--- src/rtl/edlo_pkg.sv ---
// Shared constants, state encoding and helpers for the EDLO serial reader.
// Imported by the reader top and its bit timer.
package edlo_pkg;

    localparam int ENTRY_W    = 2;
    localparam int N_ENTRIES  = 4;
    localparam int ADDR_W     = 2;
    localparam int FRAME_BITS = 5;
    localparam int MEM_W      = ENTRY_W * N_ENTRIES;

    typedef enum logic [2:0] {
        ST_IDLE   = 3'd0,
        ST_START  = 3'd1,
        ST_DATA   = 3'd2,
        ST_PARITY = 3'd3,
        ST_STOP   = 3'd4
    } state_t;

    // Entry n lives at bits [2n+1:2n] of the packed word.
    function automatic logic [ENTRY_W-1:0] entry_sel(
        input logic [MEM_W-1:0]  word,
        input logic [ADDR_W-1:0] addr
    );
        return word[{addr, 1'b0} +: ENTRY_W];
    endfunction

endpackage

--- src/rtl/edlo_bit_timer.sv ---
// Bit-period timer: counts 0..CLKS_PER_BIT-1 while enabled and
// flags the last cycle of each bit with a one-cycle tick.
module edlo_bit_timer
    import edlo_pkg::*;
#(
    parameter int CLKS_PER_BIT = 4
) (
    input  logic clk,
    input  logic rst_n,
    input  logic i_enable,
    input  logic i_restart,
    output logic o_tick
);

    localparam logic [7:0] TC = 8'(CLKS_PER_BIT - 1);

    logic [7:0] r_cnt;
    logic       w_term;

    assign w_term = (r_cnt == TC);
    assign o_tick = i_enable && !i_restart && w_term;

    // Cycle counter, cleared when idle, on restart and at terminal count.
    always_ff @(posedge clk or negedge rst_n) begin
        if (!rst_n) begin
            r_cnt <= 8'd0;
        end else if (i_restart || !i_enable || w_term) begin
            r_cnt <= 8'd0;
        end else begin
            r_cnt <= r_cnt + 8'd1;
        end
    end

endmodule

--- src/rtl/edlo_serial_reader.sv ---
// Serial readback of the EDLO 4x2-bit memory: snapshots the packed
// word on request and sends one or four start/data/parity/stop frames.
module edlo_serial_reader
    import edlo_pkg::*;
#(
    parameter int CLKS_PER_BIT = 4
) (
    input  logic             clk,
    input  logic             rst_n,
    input  logic [MEM_W-1:0] mem_in,
    input  logic             rd_req,
    input  logic [ADDR_W-1:0] rd_addr,
    input  logic             rd_burst,
    output logic             sdo,
    output logic             rd_busy,
    output logic             rd_done
);

    localparam logic [ADDR_W-1:0] LAST_FRAME =
        ADDR_W'(N_ENTRIES - 1);

    state_t              r_state;
    logic [MEM_W-1:0]    r_snap;
    logic [ADDR_W-1:0]   r_ptr;
    logic [ADDR_W-1:0]   r_frames;
    logic                r_burst;
    logic                r_bit_lo;
    logic                r_sdo;
    logic                r_busy;
    logic                r_done;

    logic                w_accept;
    logic                w_enable;
    logic                w_tick;
    logic [ENTRY_W-1:0]  w_entry;

    assign w_accept = (r_state == ST_IDLE) && rd_req;
    assign w_enable = (r_state != ST_IDLE);
    assign w_entry  = entry_sel(r_snap, r_ptr);

    assign sdo     = r_sdo;
    assign rd_busy = r_busy;
    assign rd_done = r_done;

    edlo_bit_timer #(
        .CLKS_PER_BIT (CLKS_PER_BIT)
    ) u_timer (
        .clk       (clk),
        .rst_n     (rst_n),
        .i_enable  (w_enable),
        .i_restart (w_accept),
        .o_tick    (w_tick)
    );

    // Frame sequencer: each output bit is registered one bit-time ahead.
    always_ff @(posedge clk or negedge rst_n) begin
        if (!rst_n) begin
            r_state  <= ST_IDLE;
            r_snap   <= '0;
            r_ptr    <= '0;
            r_frames <= '0;
            r_burst  <= 1'b0;
            r_bit_lo <= 1'b0;
            r_sdo    <= 1'b1;
            r_busy   <= 1'b0;
            r_done   <= 1'b0;
        end else begin
            r_done <= 1'b0;
            unique case (r_state)
                ST_IDLE: begin
                    if (rd_req) begin
                        r_snap   <= mem_in;
                        r_ptr    <= rd_addr;
                        r_burst  <= rd_burst;
                        r_frames <= '0;
                        r_state  <= ST_START;
                        r_sdo    <= 1'b0;
                        r_busy   <= 1'b1;
                    end
                end
                ST_START: begin
                    if (w_tick) begin
                        r_state  <= ST_DATA;
                        r_bit_lo <= 1'b0;
                        r_sdo    <= w_entry[1];
                    end
                end
                ST_DATA: begin
                    if (w_tick) begin
                        if (!r_bit_lo) begin
                            r_bit_lo <= 1'b1;
                            r_sdo    <= w_entry[0];
                        end else begin
                            r_state <= ST_PARITY;
                            r_sdo   <= ^w_entry;
                        end
                    end
                end
                ST_PARITY: begin
                    if (w_tick) begin
                        r_state <= ST_STOP;
                        r_sdo   <= 1'b1;
                    end
                end
                ST_STOP: begin
                    if (w_tick) begin
                        if (r_burst && (r_frames != LAST_FRAME)) begin
                            r_ptr    <= r_ptr + 1'b1;
                            r_frames <= r_frames + 1'b1;
                            r_state  <= ST_START;
                            r_sdo    <= 1'b0;
                        end else begin
                            r_state <= ST_IDLE;
                            r_sdo   <= 1'b1;
                            r_busy  <= 1'b0;
                            r_done  <= 1'b1;
                        end
                    end
                end
                default: begin
                    r_state <= ST_IDLE;
                    r_sdo   <= 1'b1;
                    r_busy  <= 1'b0;
                end
            endcase
        end
    end

endmodule
--- config.mk ---
export PLATFORM = sky130hd
export DESIGN_NAME = edlo_serial_reader
export DESIGN_NICKNAME = d
export VERILOG_FILES = /design/src/rtl/edlo_pkg.sv /design/src/rtl/edlo_bit_timer.sv /design/src/rtl/edlo_serial_reader.sv
export SDC_FILE = /design/constraint.sdc
export NUM_CORES = 1
export LEC_CHECK = 0
export CORE_ASPECT_RATIO = 0.75
export CORE_MARGIN = 5
export CORE_UTILIZATION = 40
export CTS_CLUSTER_DIAMETER = 50
export DETAILED_ROUTE_END_ITERATION = 12
export GPL_ROUTABILITY_DRIVEN = 0
export SYNTH_ARGS = -nofsm -noshare
export SYNTH_HDL_FRONTEND = slang
export SYNTH_HIERARCHICAL = 1
export SYNTH_SLANG_ARGS = --single-unit
--- constraint.sdc ---
create_clock -name clk -period 2.2 [get_ports clk]
set_clock_uncertainty 0.15 [all_clocks]
set_input_delay 0.55 -clock clk [delete_from_list [all_inputs] [get_ports clk]]
set_output_delay 0.55 -clock clk [all_outputs]
set_load 0.05 [all_outputs]
==> metrics.yaml, run 1 <==
status: "complete, no violations"
crit_path_max_incr_delay_ns: 0.47
path_cells: "clkdlybuf4s50_1, nor4b_2, nand2b_1, nor2_2, a41oi_2, mux2i_1, nand2_1"
critPathArrivalTime_ns: 2.13
max_cap_violations: 0
final_area_sq_mm: 0.00174
hpwl_mm: 1.95
yosys_register_bits: 28
synth_edf_count: 0
use_met3_pct: 3.80
postCtsSetupRepairBufs: 0
clk_pin_slew_ns: 0.08
yosysSeqAreaShare_pct: 49.3
syn_area_per_cell_sq_um: 11.2
ctsResizeCount: 0
crit_path_start: "rd_req"
min_period_over_period_pct: 96.4
utilization_pct: 51.7
slowest_stage: "clkdlybuf4s50_1"
wl_mm: 2.54
first_pass_iters: 4
insertion_delay_ns: 0.27
htreeDepth: 1
r2r_slack_ns: 0.16
busiest_layer: "met2"
worstHoldPathType: "reg2reg"
grt_start_max_net_pins: 29
finalNetCount: 172
hp-start: "r_snap[0]$_DFFE_PN0P_"
max_slew_margin_pct: 67.0
cts_tree: "done"
portBuffers: 16
grtUsageMet1_pct: 15.9
dpl_cell_area_sq_mm: 0.00169
criticalPathCategory: "in2reg"
cts_made_buffers: 3
hold_viol: 0
n_antenna_cell: 0
areaGrowthSynthToFinish_pct: 22.0
die_y_microns: 61.6
overflow: 0
die_x_microns: 78.9
wl_per_cell_microns: 13.0
r2r-start: "u_timer/r_cnt[6]$_DFF_PN0_"
cts-root-buf: "clkbuf_8"
grt_antenna_before_repair: 0
cp_num_buf_inv: 1
drc: 0
ctsHoldBuffers: 0
fillers: 310
slew_violations: 0
vias: 1006
syn_nets: 143
layout-drive-gt1-share_pct: 25.2
leakage_uw: 0.000735
period_needed_ns: 2.12
grt.total_usage_pct: 11.8
layout_common_cells: "dfrtp_1, buf_4, clkdlybuf4s50_1"
drt_iter0_markers: 64
crit_family: "simple AND/OR/NAND/NOR gates"
vias_per_cell: 5.16
holdWs_ns: 0.360
pin_count: 17
post-place-ws_ns: -0.209
worstPathMaxFanout: 7
synth_cells: 127
route.antenna.remaining_nets: 0
die_area_sq_mm: 0.00486
worst_slew_pin_slew_ns: 0.494
syn_area_sq_mm: 0.00142
synthArstFlopShare_pct: 100
synth_flop_cell: "dfrtp_1"
synth_cell_types: 38
clkSinkCount: 28
max_freq_mhz: 471
num_rows: 18
core_sq_mm: 0.00336
power_density_mw_per_mm2: 1040
startpoint_type: "input pin"
ys_warn_count: 6
finalSetupViolCount: 0
grt_pass1_vias: 982
setup.worst_path.end_class: "register"
grt_pass1_wl_mm: 4.43
cp.required_ns: 2.21
met2_usage_pct: 19.0
initial_utilization_pct: 42.4
ir_worst_vdd_v: 0.000697
rsz0062_at_grt: "true"
mostFrequentLayoutCell: "dfrtp_1"
clock_path_buffers: 2
fin_ws_ns: 0.0790
## final cells by class
type,count,area [sq um],share of cell area (%)
Sequential cell,28,702,40.4
Tap cell,40,50.0,2.88
Clock buffer,4,45.0,2.60
Timing Repair Buffer,29,253,14.6
Multi-Input combinational cell,89,667,38.4
Inverter,5,18.8,1.08
## sequential cells by signal, summed over array words and instances (netlist names)
name           count
r_bit_lo           1
r_burst            1
r_frames           2
r_ptr              2
r_snap             8
r_state            3
rd_busy            1
rd_done            1
sdo                1
u_timer/r_cnt      8
## cells by family (layout without fill, tap and decap cells)
logic type / count (synthesis) / in the layout / share of synthesized area (%)
AO/OA/AOI/OAI: 23 / 23 / 11.5
XOR/XNOR: 5 / 5 / 3.08
adder cells (fa/ha/maj): 2 / 2 / 1.76
buffers and inverters: 10 / 38 / 3.96
flip-flops: 28 / 28 / 49.3
multiplexers: 15 / 15 / 13.4
AND/OR/NAND/NOR: 44 / 44 / 17.0
## through the flow
stage	power, uW	TNS (ns)	std cells
2_1_floorplan	1330	0	127
3_3_place_gp	1530	-0.910	191
3_5_place_dp	1540	-1.21	191
4_1_cts	1830	0	195
5_1_grt	1930	-0.142	195
6_report	1800	0	195
## cells in the mapped netlist, types with 2 or more instances
library cell	instances	area (sq um)
a21oi_1	5	25.0
buf_2	3	15.0
buf_6	2	22.5
dfrtp_1	27	676
ha_1	2	25.0
inv_1	4	15.0
mux2_2	9	101
mux2i_1	4	40.0
nand2_1	7	26.3
nand2b_1	3	18.8
nand3_1	7	35.0
nor2_1	13	48.8
nor3b_1	2	15.0
o21ai_0	7	35.0
o21ai_1	2	10.0
or3_1	5	31.3
xor2_1	4	35.0
## per-layer routing
layer / vias up / wire length [microns]
li1: 511 / -
met1: 477 / 1290
met2: 16 / 1110
met3: 2 / 121
met4: 0 / 13
met5: - / 0
## where the power goes
part | internal [uW] | switching, uW | total (uW)
clock network | 130 | 150 | 280
logic | 383 | 359 | 742
registers | 671 | 108 | 778
## path summary, 6_finish.rpt
check	end	cells past startpoint
hold / removal	r_snap[0]$_DFFE_PN0P_	1
setup reg to reg	r_state[0]$_DFFE_PN0P_	8
max in group asynchronous	sdo$_DFFE_PN1P_	2
hold reg to reg	r_snap[0]$_DFFE_PN0P_	1
setup / recovery	r_ptr[0]$_DFFE_PN0P_	7
min in group asynchronous	u_timer/r_cnt[0]$_DFF_PN0_	2
Note: power is estimated with default switching activity, not from simulation.
==> run 2: changes to the inputs <==
--- a/config.mk
+++ b/config.mk
@@ -11,6 +11,7 @@
 export CTS_CLUSTER_DIAMETER = 50
 export DETAILED_ROUTE_END_ITERATION = 12
 export GPL_ROUTABILITY_DRIVEN = 0
+export MAX_ROUTING_LAYER = met4
 export SYNTH_ARGS = -nofsm -noshare
 export SYNTH_HDL_FRONTEND = slang
 export SYNTH_HIERARCHICAL = 1
==> results of run 2 <==
Same layout as run 1: the final DEF is identical, and so are final timing and power.
Among the figures that moved: overall routing resource usage 11.8% -> 12.2%
==> run 3: changes to the inputs <==
--- a/config.mk
+++ b/config.mk
@@ -8,7 +8,8 @@
 export CORE_ASPECT_RATIO = 0.75
 export CORE_MARGIN = 5
 export CORE_UTILIZATION = 40
-export CTS_CLUSTER_DIAMETER = 50
+export CTS_CLUSTER_DIAMETER = 60
+export CTS_CLUSTER_SIZE = 24
 export DETAILED_ROUTE_END_ITERATION = 12
 export GPL_ROUTABILITY_DRIVEN = 0
 export MAX_ROUTING_LAYER = met4
==> results of run 3 <==
Same layout as run 1: the final DEF is identical, and so are final timing and power.
Among the figures that moved: overall routing resource usage 11.8% -> 12.2%
